File: config.mk
export PLATFORM = sky130hd
export DESIGN_NAME = mac_chain_ctrl_flat
export DESIGN_NICKNAME = d
export VERILOG_FILES = /design/src/rtl/mac_chain_ctrl_if.sv /design/src/rtl/mac_chain_ctrl.sv /design/src/flat_wrapper.sv
export SDC_FILE = /design/constraint.sdc
export NUM_CORES = 1
export LEC_CHECK = 0
export BUFFER_PORTS_ARGS = -buffer_cell sky130_fd_sc_hd__buf_4
export CAP_MARGIN = 20
export CELL_PAD_IN_SITES_DETAIL_PLACEMENT = 0
export CELL_PAD_IN_SITES_GLOBAL_PLACEMENT = 1
export CORE_MARGIN = 8
export CORE_UTILIZATION = 40
export DETAILED_ROUTE_END_ITERATION = 16
export HOLD_SLACK_MARGIN = 0.15
export PLACE_DENSITY = 0.85
export SETUP_SLACK_MARGIN = 0.5
export SLEW_MARGIN = 20
export SYNTH_ARGS = -nofsm -noshare
export SYNTH_HDL_FRONTEND = slang
export SYNTH_SLANG_ARGS = --single-unit
File: constraint.sdc
create_clock -name clk -period 2.55 [get_ports clk]
set_input_delay 0.1275 -clock clk [delete_from_list [all_inputs] [get_ports clk]]
set_output_delay 0.1275 -clock clk [all_outputs]
set_load 0.01 [all_outputs]
File: src/rtl/mac_chain_ctrl_if.sv
// Operand and result streams of the MAC chain sequencer.
// master = operand buffers / result consumer side, slave = sequencer side.
interface mac_chain_ctrl_if #(
    parameter int DATA_WIDTH = 32,
    parameter int N_PE       = 2
);
    localparam int IDX_W = $clog2(N_PE) + 1;

    logic                  a_valid;
    logic                  a_ready;
    logic [DATA_WIDTH-1:0] a_data;
    logic                  b_valid;
    logic                  b_ready;
    logic [DATA_WIDTH-1:0] b_data;
    logic                  res_valid;
    logic                  res_ready;
    logic [DATA_WIDTH-1:0] res_data;
    logic [IDX_W-1:0]      res_idx;

    modport master (
        output a_valid, a_data, b_valid, b_data, res_ready,
        input  a_ready, b_ready, res_valid, res_data, res_idx
    );

    modport slave (
        input  a_valid, a_data, b_valid, b_data, res_ready,
        output a_ready, b_ready, res_valid, res_data, res_idx
    );
endinterface

File: src/rtl/mac_chain_ctrl.sv
// Sequencer for a linear chain of MAC PEs: clears the accumulators, streams
// k_len operand pairs into PE0 (zero bubbles on stalls), waits out the chain
// latency, snapshots every PE result and returns them one per handshake.
module mac_chain_ctrl #(
    parameter int  DATA_WIDTH = 32,
    parameter int  N_PE       = 2,
    parameter int  MAC_LAT    = 1,
    parameter int  K_MAX      = 255,
    localparam int CNT_W      = $clog2(K_MAX + 1),
    localparam int IDX_W      = $clog2(N_PE) + 1
) (
    input  logic                       clk,
    input  logic                       rst,
    input  logic                       start,
    input  logic [CNT_W-1:0]           k_len,
    output logic                       busy,
    output logic                       done,
    output logic                       mac_clr,
    output logic [DATA_WIDTH-1:0]      A_in,
    output logic [DATA_WIDTH-1:0]      B_in,
    input  logic [N_PE*DATA_WIDTH-1:0] c_in,
    mac_chain_ctrl_if.slave            bus
);
    // DRAIN runs for DRN_LAST+1 cycles so the last operand reaches the tail PE
    localparam int DRN_LAST = N_PE * MAC_LAT;
    localparam int DRN_W    = $clog2(DRN_LAST + 1);
    // one extra bit so the saturation compare is meaningful for any K_MAX
    localparam logic [CNT_W:0] K_MAX_X = (CNT_W + 1)'(K_MAX);

    typedef enum logic [2:0] {S_IDLE, S_CLEAR, S_FEED, S_DRAIN, S_OUT} state_t;

    state_t                            state, state_nxt;
    logic   [CNT_W-1:0]                k_q, cnt, k_sat;
    logic   [DRN_W-1:0]                dcnt;
    logic   [IDX_W-1:0]                res_idx_q;
    logic   [N_PE-1:0][DATA_WIDTH-1:0] res_q;
    logic   [DATA_WIDTH-1:0]           res_data_c;
    logic                              res_valid_q;
    logic                              fire, last_fire, drain_end, res_hs, last_hs, zero_job;

    assign k_sat     = ({1'b0, k_len} > K_MAX_X) ? K_MAX_X[CNT_W-1:0] : k_len;
    // both streams are consumed together or not at all
    assign fire      = (state == S_FEED) & bus.a_valid & bus.b_valid;
    assign last_fire = fire & (cnt == k_q - CNT_W'(1));
    assign drain_end = (state == S_DRAIN) & (dcnt == DRN_W'(DRN_LAST));
    assign res_hs    = (state == S_OUT) & res_valid_q & bus.res_ready;
    assign last_hs   = res_hs & (res_idx_q == IDX_W'(N_PE - 1));
    assign zero_job  = (state == S_IDLE) & start & (k_len == '0);

    assign bus.a_ready   = fire;
    assign bus.b_ready   = fire;
    assign bus.res_valid = res_valid_q;
    assign bus.res_idx   = res_idx_q;
    assign bus.res_data  = res_data_c;

    // State register; reset aborts any job in flight
    always_ff @(posedge clk or negedge rst) begin
        if (!rst) state <= S_IDLE;
        else      state <= state_nxt;
    end

    // Next-state logic
    always_comb begin
        state_nxt = state;
        case (state)
            S_IDLE:  if (start && k_len != '0) state_nxt = S_CLEAR;
            S_CLEAR: state_nxt = S_FEED;
            S_FEED:  if (last_fire) state_nxt = S_DRAIN;
            S_DRAIN: if (drain_end) state_nxt = S_OUT;
            S_OUT:   if (last_hs) state_nxt = S_IDLE;
            default: state_nxt = S_IDLE;
        endcase
    end

    // Registered status outputs, derived from the upcoming state
    always_ff @(posedge clk or negedge rst) begin
        if (!rst) begin
            busy        <= 1'b0;
            mac_clr     <= 1'b0;
            res_valid_q <= 1'b0;
            done        <= 1'b0;
        end else begin
            busy        <= (state_nxt != S_IDLE);
            mac_clr     <= (state_nxt == S_CLEAR);
            res_valid_q <= (state_nxt == S_OUT);
            done        <= zero_job | last_hs;
        end
    end

    // Job length, pair counter and drain timer
    always_ff @(posedge clk or negedge rst) begin
        if (!rst) begin
            k_q  <= '0;
            cnt  <= '0;
            dcnt <= '0;
        end else begin
            if (state == S_IDLE && start) k_q <= k_sat;
            if (state == S_CLEAR)         cnt <= '0;
            else if (fire)                cnt <= cnt + CNT_W'(1);
            if (state == S_DRAIN && state_nxt == S_DRAIN) dcnt <= dcnt + DRN_W'(1);
            else                                          dcnt <= '0;
        end
    end

    // Operand registers to PE0: a bubble (no fire) pushes a zero product
    always_ff @(posedge clk or negedge rst) begin
        if (!rst) begin
            A_in <= '0;
            B_in <= '0;
        end else begin
            A_in <= fire ? bus.a_data : '0;
            B_in <= fire ? bus.b_data : '0;
        end
    end

    // Snapshot of every PE accumulator, taken on the edge that ends DRAIN
    always_ff @(posedge clk or negedge rst) begin
        if (!rst) begin
            res_q <= '0;
        end else if (drain_end) begin
            for (int i = 0; i < N_PE; i++) res_q[i] <= c_in[i*DATA_WIDTH +: DATA_WIDTH];
        end
    end

    // Result index walks the snapshot one handshake at a time
    always_ff @(posedge clk or negedge rst) begin
        if (!rst)                      res_idx_q <= '0;
        else if (drain_end || last_hs) res_idx_q <= '0;
        else if (res_hs)               res_idx_q <= res_idx_q + IDX_W'(1);
    end

    // Result mux; stable while the consumer stalls since its inputs are registers
    always_comb begin
        res_data_c = '0;
        for (int i = 0; i < N_PE; i++)
            if (res_idx_q == IDX_W'(i)) res_data_c = res_q[i];
    end
endmodule

File: src/flat_wrapper.sv
// flat-port wrapper written by rule: the top's interface ports become plain ports
module mac_chain_ctrl_flat 
#(
    parameter int  DATA_WIDTH = 32,
    parameter int  N_PE       = 2,
    parameter int  MAC_LAT    = 1,
    parameter int  K_MAX      = 255,
    localparam int CNT_W      = $clog2(K_MAX + 1),
    localparam int IDX_W      = $clog2(N_PE) + 1
)
  (clk, rst, start, k_len, busy, done, mac_clr, A_in, B_in, c_in, bus_a_valid, bus_a_data, bus_b_valid, bus_b_data, bus_res_ready, bus_a_ready, bus_b_ready, bus_res_valid, bus_res_data, bus_res_idx);
  mac_chain_ctrl_if #(.DATA_WIDTH(DATA_WIDTH), .N_PE(N_PE)) bus_i ();
  input  logic clk;
  input  logic rst;
  input  logic start;
  input  logic [CNT_W-1:0] k_len;
  output logic busy;
  output logic done;
  output logic mac_clr;
  output logic [DATA_WIDTH-1:0] A_in;
  output logic [DATA_WIDTH-1:0] B_in;
  input  logic [N_PE*DATA_WIDTH-1:0] c_in;
  input wire logic [$bits(bus_i.a_valid)-1:0] bus_a_valid;
  input wire logic [$bits(bus_i.a_data)-1:0] bus_a_data;
  input wire logic [$bits(bus_i.b_valid)-1:0] bus_b_valid;
  input wire logic [$bits(bus_i.b_data)-1:0] bus_b_data;
  input wire logic [$bits(bus_i.res_ready)-1:0] bus_res_ready;
  output wire logic [$bits(bus_i.a_ready)-1:0] bus_a_ready;
  output wire logic [$bits(bus_i.b_ready)-1:0] bus_b_ready;
  output wire logic [$bits(bus_i.res_valid)-1:0] bus_res_valid;
  output wire logic [$bits(bus_i.res_data)-1:0] bus_res_data;
  output wire logic [$bits(bus_i.res_idx)-1:0] bus_res_idx;
  assign bus_i.a_valid = bus_a_valid;
  assign bus_i.a_data = bus_a_data;
  assign bus_i.b_valid = bus_b_valid;
  assign bus_i.b_data = bus_b_data;
  assign bus_i.res_ready = bus_res_ready;
  assign bus_a_ready = bus_i.a_ready;
  assign bus_b_ready = bus_i.b_ready;
  assign bus_res_valid = bus_i.res_valid;
  assign bus_res_data = bus_i.res_data;
  assign bus_res_idx = bus_i.res_idx;
  mac_chain_ctrl #(.DATA_WIDTH(DATA_WIDTH), .N_PE(N_PE), .MAC_LAT(MAC_LAT), .K_MAX(K_MAX)) u_core (.clk(clk), .rst(rst), .start(start), .k_len(k_len), .busy(busy), .done(done), .mac_clr(mac_clr), .A_in(A_in), .B_in(B_in), .c_in(c_in), .bus(bus_i));
endmodule
==> results of run 1 <==
## routing by layer
layer	wire length, um	vias up	GRT usage, %
li1	-	2484	-
met1	8050	2566	22.3
met2	9470	220	31.5
met3	1810	28	8.17
met4	320	0	6.61
met5	0	-	0
## worst max-delay path, stage by stage (launching register included)
cell	delay (ps)
sky130_fd_sc_hd__dfrtp_1	460
sky130_fd_sc_hd__inv_1	90
sky130_fd_sc_hd__ha_1	190
sky130_fd_sc_hd__buf_12	200
sky130_fd_sc_hd__nand2_1	70
sky130_fd_sc_hd__o21ai_0	220
sky130_fd_sc_hd__buf_4	170
## per-stage QoR
stage                     std cells  hold WS (ps)  instance area (um^2)  utilization, %
after floorplan                 515          -168                  6290               -
after global placement          957           153                  8350            53.4
after detailed placement        957           154                  8350            53.4
after CTS                      1127           195                 10300            66.1
after global routing           1131           248                 10400            66.7
final                          1131           224                 10400            66.7
## cells by family (layout without fill, tap and decap cells)
kind of cell	count (synthesis)	count (layout)	synth area share, %
AO/OA/AOI/OAI	44	44	3.66
XOR/XNOR	18	18	2.51
adder cells (fa/ha/maj)	5	5	0.994
buffers and inverters	34	434	2.76
flip-flops	155	155	61.6
multiplexers	71	71	12.7
AND/OR/NAND/NOR	188	188	15.7
## cell usage in the layout, fill, tap and decap left out, types with 3 or more instances in the layout
cell type / n
sky130_fd_sc_hd__xnor2_1: 12
sky130_fd_sc_hd__dlygate4sd3_1: 138
sky130_fd_sc_hd__nand2_1: 72
sky130_fd_sc_hd__inv_6: 4
sky130_fd_sc_hd__buf_4: 249
sky130_fd_sc_hd__ha_1: 4
sky130_fd_sc_hd__o21ai_0: 36
sky130_fd_sc_hd__buf_12: 5
sky130_fd_sc_hd__inv_1: 7
sky130_fd_sc_hd__nor2_1: 19
sky130_fd_sc_hd__xor2_1: 6
sky130_fd_sc_hd__nand4_1: 4
sky130_fd_sc_hd__a21oi_1: 3
sky130_fd_sc_hd__nand3_1: 6
sky130_fd_sc_hd__and2_1: 65
sky130_fd_sc_hd__mux2_2: 32
sky130_fd_sc_hd__clkinvlp_4: 3
sky130_fd_sc_hd__nor3_1: 4
sky130_fd_sc_hd__clkbuf_16: 19
sky130_fd_sc_hd__mux2_1: 38
sky130_fd_sc_hd__dfrtp_1: 155
sky130_fd_sc_hd__clkinv_4: 3
## sequential cells by signal, summed over array words and instances (netlist names), 2 cells and up
name / cells
u_core.B_in: 32
u_core.state: 3
u_core.k_q: 8
u_core.res_q: 64
u_core.dcnt: 2
u_core.cnt: 8
u_core.A_in: 32
u_core.bus.res_idx: 2
## path summary, 6_finish.rpt
| kind | from | to | slack [ps] | cells past startpoint |
|---|---|---|---|---|
| min reg2reg | u_core.dcnt[0] | u_core.dcnt[0] | 420 | 1 |
| max in group asynchronous | rst | u_core.A_in[21] | 1520 | 3 |
| min in group asynchronous | rst | u_core.res_q[36] | 270 | 2 |
| max | u_core.bus.res_idx[0] | bus_res_data[8] | 610 | 6 |
| max reg2reg | u_core.dcnt[0] | u_core.res_q[58] | 810 | 6 |
| min | bus_b_valid | u_core.cnt[3] | 220 | 5 |
## timing repair
| action | CTS | global route |
|---|---|---|
| hold buffers | 138 | 0 |
| buffers inserted | 0 | 2 |
| cloned | 0 | 2 |
| endpoints found under the hold margin | 200 | 0 |
| setup endpoints to repair | 31 | 31 |
| resized for setup | 6 | 6 |
| pin swaps | 0 | 1 |
## report_power, final
part	leakage [nW]	internal (mW)	switching, mW	total (mW)
sequential	2.07	3.07	0.406	3.47
clock	0.283	1.46	1.03	2.49
combinational	2.82	1.33	1.03	2.37
total	5.18	5.86	2.47	8.33
## area by class of cell
| type | count | share of cell area, % |
|---|---|---|
| Multi-Input combinational cell | 326 | 21.6 |
| Tap cell | 216 | 2.59 |
| Clock buffer | 17 | 4.08 |
| Sequential cell | 155 | 37.2 |
| Inverter | 7 | 0.252 |
| Timing Repair Buffer | 395 | 32.7 |
| Clock inverter | 15 | 1.58 |
==> results.cfg, run 1 <==
[worst_setup_path]
required_ps = 2420
arrival_ps = 1820
worstSetupPathType = flip-flop to primary output
setup.worst_path.end_class = primary output
timing.critical_path.from_type = flip-flop
crit_fanout = 32

[final_layout]
sequential_cell_area_um2 = 3880
count_of_filler_cells_inserted_in_the_layout = 1117
design.final.nets = 1049
antenna_cells = 0
area_taken_by_multi_input_logic_gates_um2 = 2260
area.growth.synth_to_final_pct = 65.9
final_layout_size_suffix_gt1_share_pct = 36.2

[outcome]
run_status = complete, no violations

[yosys]
synth_common_cells = 155 x sky130_fd_sc_hd__dfrtp_1, 72 x sky130_fd_sc_hd__nand2_1, 65 x sky130_fd_sc_hd__and2_1, 38 x sky130_fd_sc_hd__mux2_1, 38 x sky130_fd_sc_hd__o21ai_0
yosys_warnings = 0
number_of_cells_produced_by_synthesis = 515
post_synth_main_area_contributors = sky130_fd_sc_hd__dfrtp_1 62%, sky130_fd_sc_hd__mux2_1 6.8%, sky130_fd_sc_hd__and2_1 6.5%
synth_ff_type = sky130_fd_sc_hd__dfrtp_1
synth_largest_type_area_fraction_pct = 61.6
cell_with_the_most_instances_after_synthesis = sky130_fd_sc_hd__dfrtp_1
synth_area_per_cell_um2 = 12.2
synth_area_um2 = 6290
synthArstFlopShare_pct = 100
yosysTopAreaCell = sky130_fd_sc_hd__dfrtp_1
yosys.cell_types.count = 37
edff_count_synth = 0
synth_sequential_area_ratio_pct = 61.6
postSynthNetCount = 662
postSynthRegisterBits = 155

[power]
cellPowerDensity_nw_per_um2 = 798
vdd_ir_drop_max_v = 0.000530
power_mw = 8.33
leakagePower_nw = 5.18

[sta]
hold_viol = 0
grt_setup_unrepaired = false
fin_skew_ps = 6.42
max_slew_margin_pct = 61.3
setup_violations = 0
timing_max_transition_violations_final = 0
post_route_setup_tns_ps = 0
max_freq_ghz = 0.515
postLayoutSetupSlackWorst_ps = 607
timing.final.crit_share_pct = 76.2
period_needed_ps = 1940
max_slew.worst_pin.slew_ps = 581

[route]
routed-via-count = 5298
routed_wire_length_per_instance_um = 17.4
route.detailed.vias_per_inst = 4.68
ant_nets = 0
drt_iter0_markers = 136
detail_route.first_pass.iterations = 4
drc_errors = 0
total_length_of_routed_wires_mm = 19.7

[floorplanning]
die_area_um2 = 20000
rows = 46
initial_core_util_pct = 40.2
die_y_um = 141
design.core.area_um2 = 15700
floorplan.die.width_um = 141
io_pins = 246

[clock_tree]
worst_skew_pair.late_latency_ps = 420
cts_num_sinks = 155
clk_path_buf_depth = 2
ctsRootBufferMaster = sky130_fd_sc_hd__clkbuf_16
clk_transition_reported_paths_ps = 60
cts_inserted_buffers = 17
htree_num_levels = 4
tritoncts = yes

[grt]
global_route_wire_length_before_repair_mm = 30.2
grt_remaining_overflow = 0
track_usage_pct = 19.3
pin_count_of_the_biggest_net_entering_global_routing = 67
number_of_global_route_vias_before_repair = 5753
antenna_found_initial = 0

[place]
dp_worst_setup_slack_ps = 770
port_buffers = 245
place_hpwl_mm = 12.6
routability_congestion = 0.797

[job]
number_of_maximum_capacitance_constraint_violations = 0

[hold_path]
worst_hold_path_type = primary input to flip-flop
No activity file was read; power rests on OpenSTA's default activity.
==> inputs of run 2 (changes only) <==
Settings changed: ABC_AREA from default to 1, CORE_UTILIZATION 40 to 33, PLACE_DENSITY 0.85 to 0.76.
Clock period 2.55 ns to 1.7 ns, I/O delays scaled along.
==> run 2 against run 1 <==
Effect of this change:
- the flow now finishes with violations (negative setup slack)
- critical endpoint is now bus_res_data[17]
- utilization increased by 1.8 points
- hold slack got worse by 77 ps
- global-route usage increased by 0.50 points
- first-iteration DRC count increased by 110%
- final area increased by 27%
- register-to-register slack got worse by 800 ps
- combinational power increased to 2.7 times the previous value
- clock power increased by 57%
- area after synthesis increased by 2.7%
- power increased by 76%
- routed wire length increased by 37%
- highest routed layer unchanged
==> results.cfg, run 2 <==
[outcome]
run_status = finished with violations
violations = negative setup slack

[job]
number_of_maximum_capacitance_constraint_violations = 0

[sta]
period_needed_ps = 1770
hold_viol = 0
grt_setup_unrepaired = true
max_slew_margin_pct = 76.1
setup_violations = 31
max_slew.worst_pin.slew_ps = 359
max_freq_ghz = 0.564
postLayoutSetupSlackWorst_ps = -72.8
timing.final.crit_share_pct = 104
timing_max_transition_violations_final = 0
post_route_setup_tns_ps = -1030
fin_skew_ps = 14.0

[yosys]
post_synth_and_or_nand_nor_area_fraction_pct = 17.2
yosys_warnings = 0
combinational_family_with_the_most_area_after_synthesis = simple AND/OR/NAND/NOR gates
synth_area_per_cell_um2 = 10.0
synth_common_cells = 155 x sky130_fd_sc_hd__dfrtp_1, 110 x sky130_fd_sc_hd__nand2_1, 97 x sky130_fd_sc_hd__inv_1, 89 x sky130_fd_sc_hd__nor2_1, 57 x sky130_fd_sc_hd__mux2_2
synth_area_um2 = 6460
post_synth_fa_ha_maj_area_fraction_pct = 0.968
cell_with_the_most_instances_after_synthesis = sky130_fd_sc_hd__dfrtp_1
synth-compound-area-share_pct = 2.15
number_of_cells_produced_by_synthesis = 645
postSynthNetCount = 792
post_synth_xor_area_fraction_pct = 0.407
edff_count_synth = 0
yosysTopAreaCell = sky130_fd_sc_hd__dfrtp_1
synth_sequential_area_ratio_pct = 60.0
synth_largest_type_area_fraction_pct = 60.0
synth_ff_type = sky130_fd_sc_hd__dfrtp_1
yosys.cell_types.count = 27
post_synth_main_area_contributors = sky130_fd_sc_hd__dfrtp_1 60%, sky130_fd_sc_hd__mux2_2 9.9%, sky130_fd_sc_hd__nand2_1 6.4%
synthArstFlopShare_pct = 100
postSynthRegisterBits = 155
synth.area.mux_share_pct = 11.6

[final_layout]
area.growth.synth_to_final_pct = 105
final_layout_size_suffix_gt1_share_pct = 54.4
sequential_cell_area_um2 = 3880
largest_register_ff_count = 64
antenna_cells = 0
reg.largest.list = u_core.res_q (64), u_core.A_in (32), u_core.B_in (32)
top_register = u_core.res_q
design.final.nets = 1264
layout.cells.most_common_list = 239 x sky130_fd_sc_hd__buf_4, 151 x sky130_fd_sc_hd__dfrtp_1, 138 x sky130_fd_sc_hd__dlygate4sd3_1, 87 x sky130_fd_sc_hd__inv_1, 67 x sky130_fd_sc_hd__nor2_4
count_of_filler_cells_inserted_in_the_layout = 1285
utilization_pct = 68.5
final_cells = 1395
layout.cells.most_common = sky130_fd_sc_hd__buf_4
area_taken_by_multi_input_logic_gates_um2 = 3230

[grt]
antenna_found_initial = 0
track_usage_pct = 19.8
pin_count_of_the_biggest_net_entering_global_routing = 63
grt_remaining_overflow = 0
number_of_global_route_vias_before_repair = 6894
global_route_wire_length_before_repair_mm = 37.6

[route]
routed-via-count = 6402
total_length_of_routed_wires_mm = 27.0
routed_wire_length_per_instance_um = 19.4
detail_route.first_pass.iterations = 5
drt_iter0_markers = 282
route.detailed.vias_per_inst = 4.59
drc_errors = 0
ant_nets = 0

[clock_tree]
tritoncts = yes
htree_num_levels = 4
worst_skew_pair.late_latency_ps = 420
clk_path_buf_depth = 2
clk_transition_reported_paths_ps = 60
cts_inserted_buffers = 17
ctsRootBufferMaster = sky130_fd_sc_hd__clkbuf_16
cts_num_sinks = 155

[power]
clockPowerShare_pct = 26.5
vdd_ir_drop_max_v = 0.000707
leakagePower_nw = 6.80
switching_share_pct = 35.1
intPower_mw = 9.54
p_sw_mw = 5.16
cellPowerDensity_nw_per_um2 = 1110
power_frac_seq_pct = 30.0
proportion_of_power_drawn_by_combinational_gates_pct = 43.5
power_mw = 14.7

[worst_setup_path]
timing.critical_path.from_type = flip-flop
cp_slowest_cell = sky130_fd_sc_hd__dfrtp_1
worst_r2r_endpoint = u_core.res_q[30]
crit_path_most_repeated_cell = sky130_fd_sc_hd__nand2_2
cpPeakStageDelay_ps = 380
worst_r2r_startpoint = u_core.state[1]
worstSetupPathType = flip-flop to primary output
setup.worst_path.end = bus_res_data[17]
required_ps = 1620
reg2reg_depth = 8
arrival_ps = 1690
ff2ff_setup_slack_ps = 10
worst_path_dominant_cell_family = buffers and inverters
timing.critical_path.depth = 7
crit_chain = inv_2 > ha_4 > buf_12 > clkbuf_16 > nand2_2 > nand2_2 > buf_6
startpoint = u_core.bus.res_idx[1]
cp_num_buf_inv = 4
setup.worst_path.end_class = primary output
crit_fanout = 8

[place]
port_buffers = 245
placed_cells_incl_taps = 1142
place_hpwl_mm = 13.6
routability_congestion = 0.775

[floorplanning]
io_pins = 246
rows = 51
design.core.area_um2 = 19300
die_y_um = 156
floorplan.die.width_um = 156
die_area_um2 = 24300
initial_core_util_pct = 33.4

[hold_path]
worst_hold_path_type = primary input to asynchronous set/reset pin
run 2: changes by cell type after synthesis, sizes merged, moves of 23 or more:
cell,before,now
o21ai,38,15
nor2,21,92
inv,7,98
nand3,7,56
nand2,72,111
and2,65,0
run 2: power groups by stage:
stage	clock, mW	combinational (mW)	sequential, mW
after global routing	4.14	6.79	4.45
after CTS	3.96	5.03	4.36
after global placement	0	3.51	4.41
final	3.90	6.39	4.41
after floorplan	0	1.84	4.44
after detailed placement	0	3.54	4.42
run 2: cell families (layout without fill, tap and decap cells):
family | Yosys count | in the layout
compound gates | 26 | 26
xor+xnor | 3 | 3
fa+ha+maj | 5 | 5
buf+inv | 124 | 609
flops | 155 | 155
mux | 64 | 64
simple gates | 268 | 268
run 2: layer usage:
metal / wire [um] / global-route usage (%)
met5: 0 / 0
met3: 2340 / 7.67
met2: 13700 / 33.0
met4: 707 / 7.21
met1: 10300 / 22.5
run 2: worst min path at each step:
stage,end,slack [ps],cells past startpoint
floorplan,u_core.A_in[0],-210,0
global placement,u_core.res_q[1],6,1
detailed placement,u_core.res_q[1],10,1
CTS,u_core.res_q[1],130,2
global route,u_core.res_q[33],170,2
finish,u_core.res_q[33],150,2
run 2: layout make-up:
type | instances | share of cell area [%]
timing repair buffer | 477 | 36.2
sequential | 155 | 29.3
multi-input combinational | 366 | 24.4
clock buffer | 18 | 3.24
inverter | 98 | 2.89
tap | 265 | 2.50
clock inverter | 14 | 1.22
timing repair inverter | 2 | 0.151
run 2: what timing repair did:
| item | in CTS | in global routing |
|---|---|---|
| gates cloned | 18 | 9 |
| endpoints found under the setup margin | 178 | 189 |
| endpoints found under the hold margin | 293 | 0 |
| hold buffers | 138 | 0 |
| buffers inserted | 38 | 18 |
| gates resized for setup | 205 | 206 |
| pin swaps | 16 | 30 |
run 2: metrics by stage:
step                area, um^2  setup WS (ps)  hold WS, ps
floorplan                 6580            308         -211
global placement          8710            216         5.98
detailed placement        8710            177         13.0
CTS                      12200          -37.7          125
global route             13200           -136          169
finish                   13200          -72.8          146
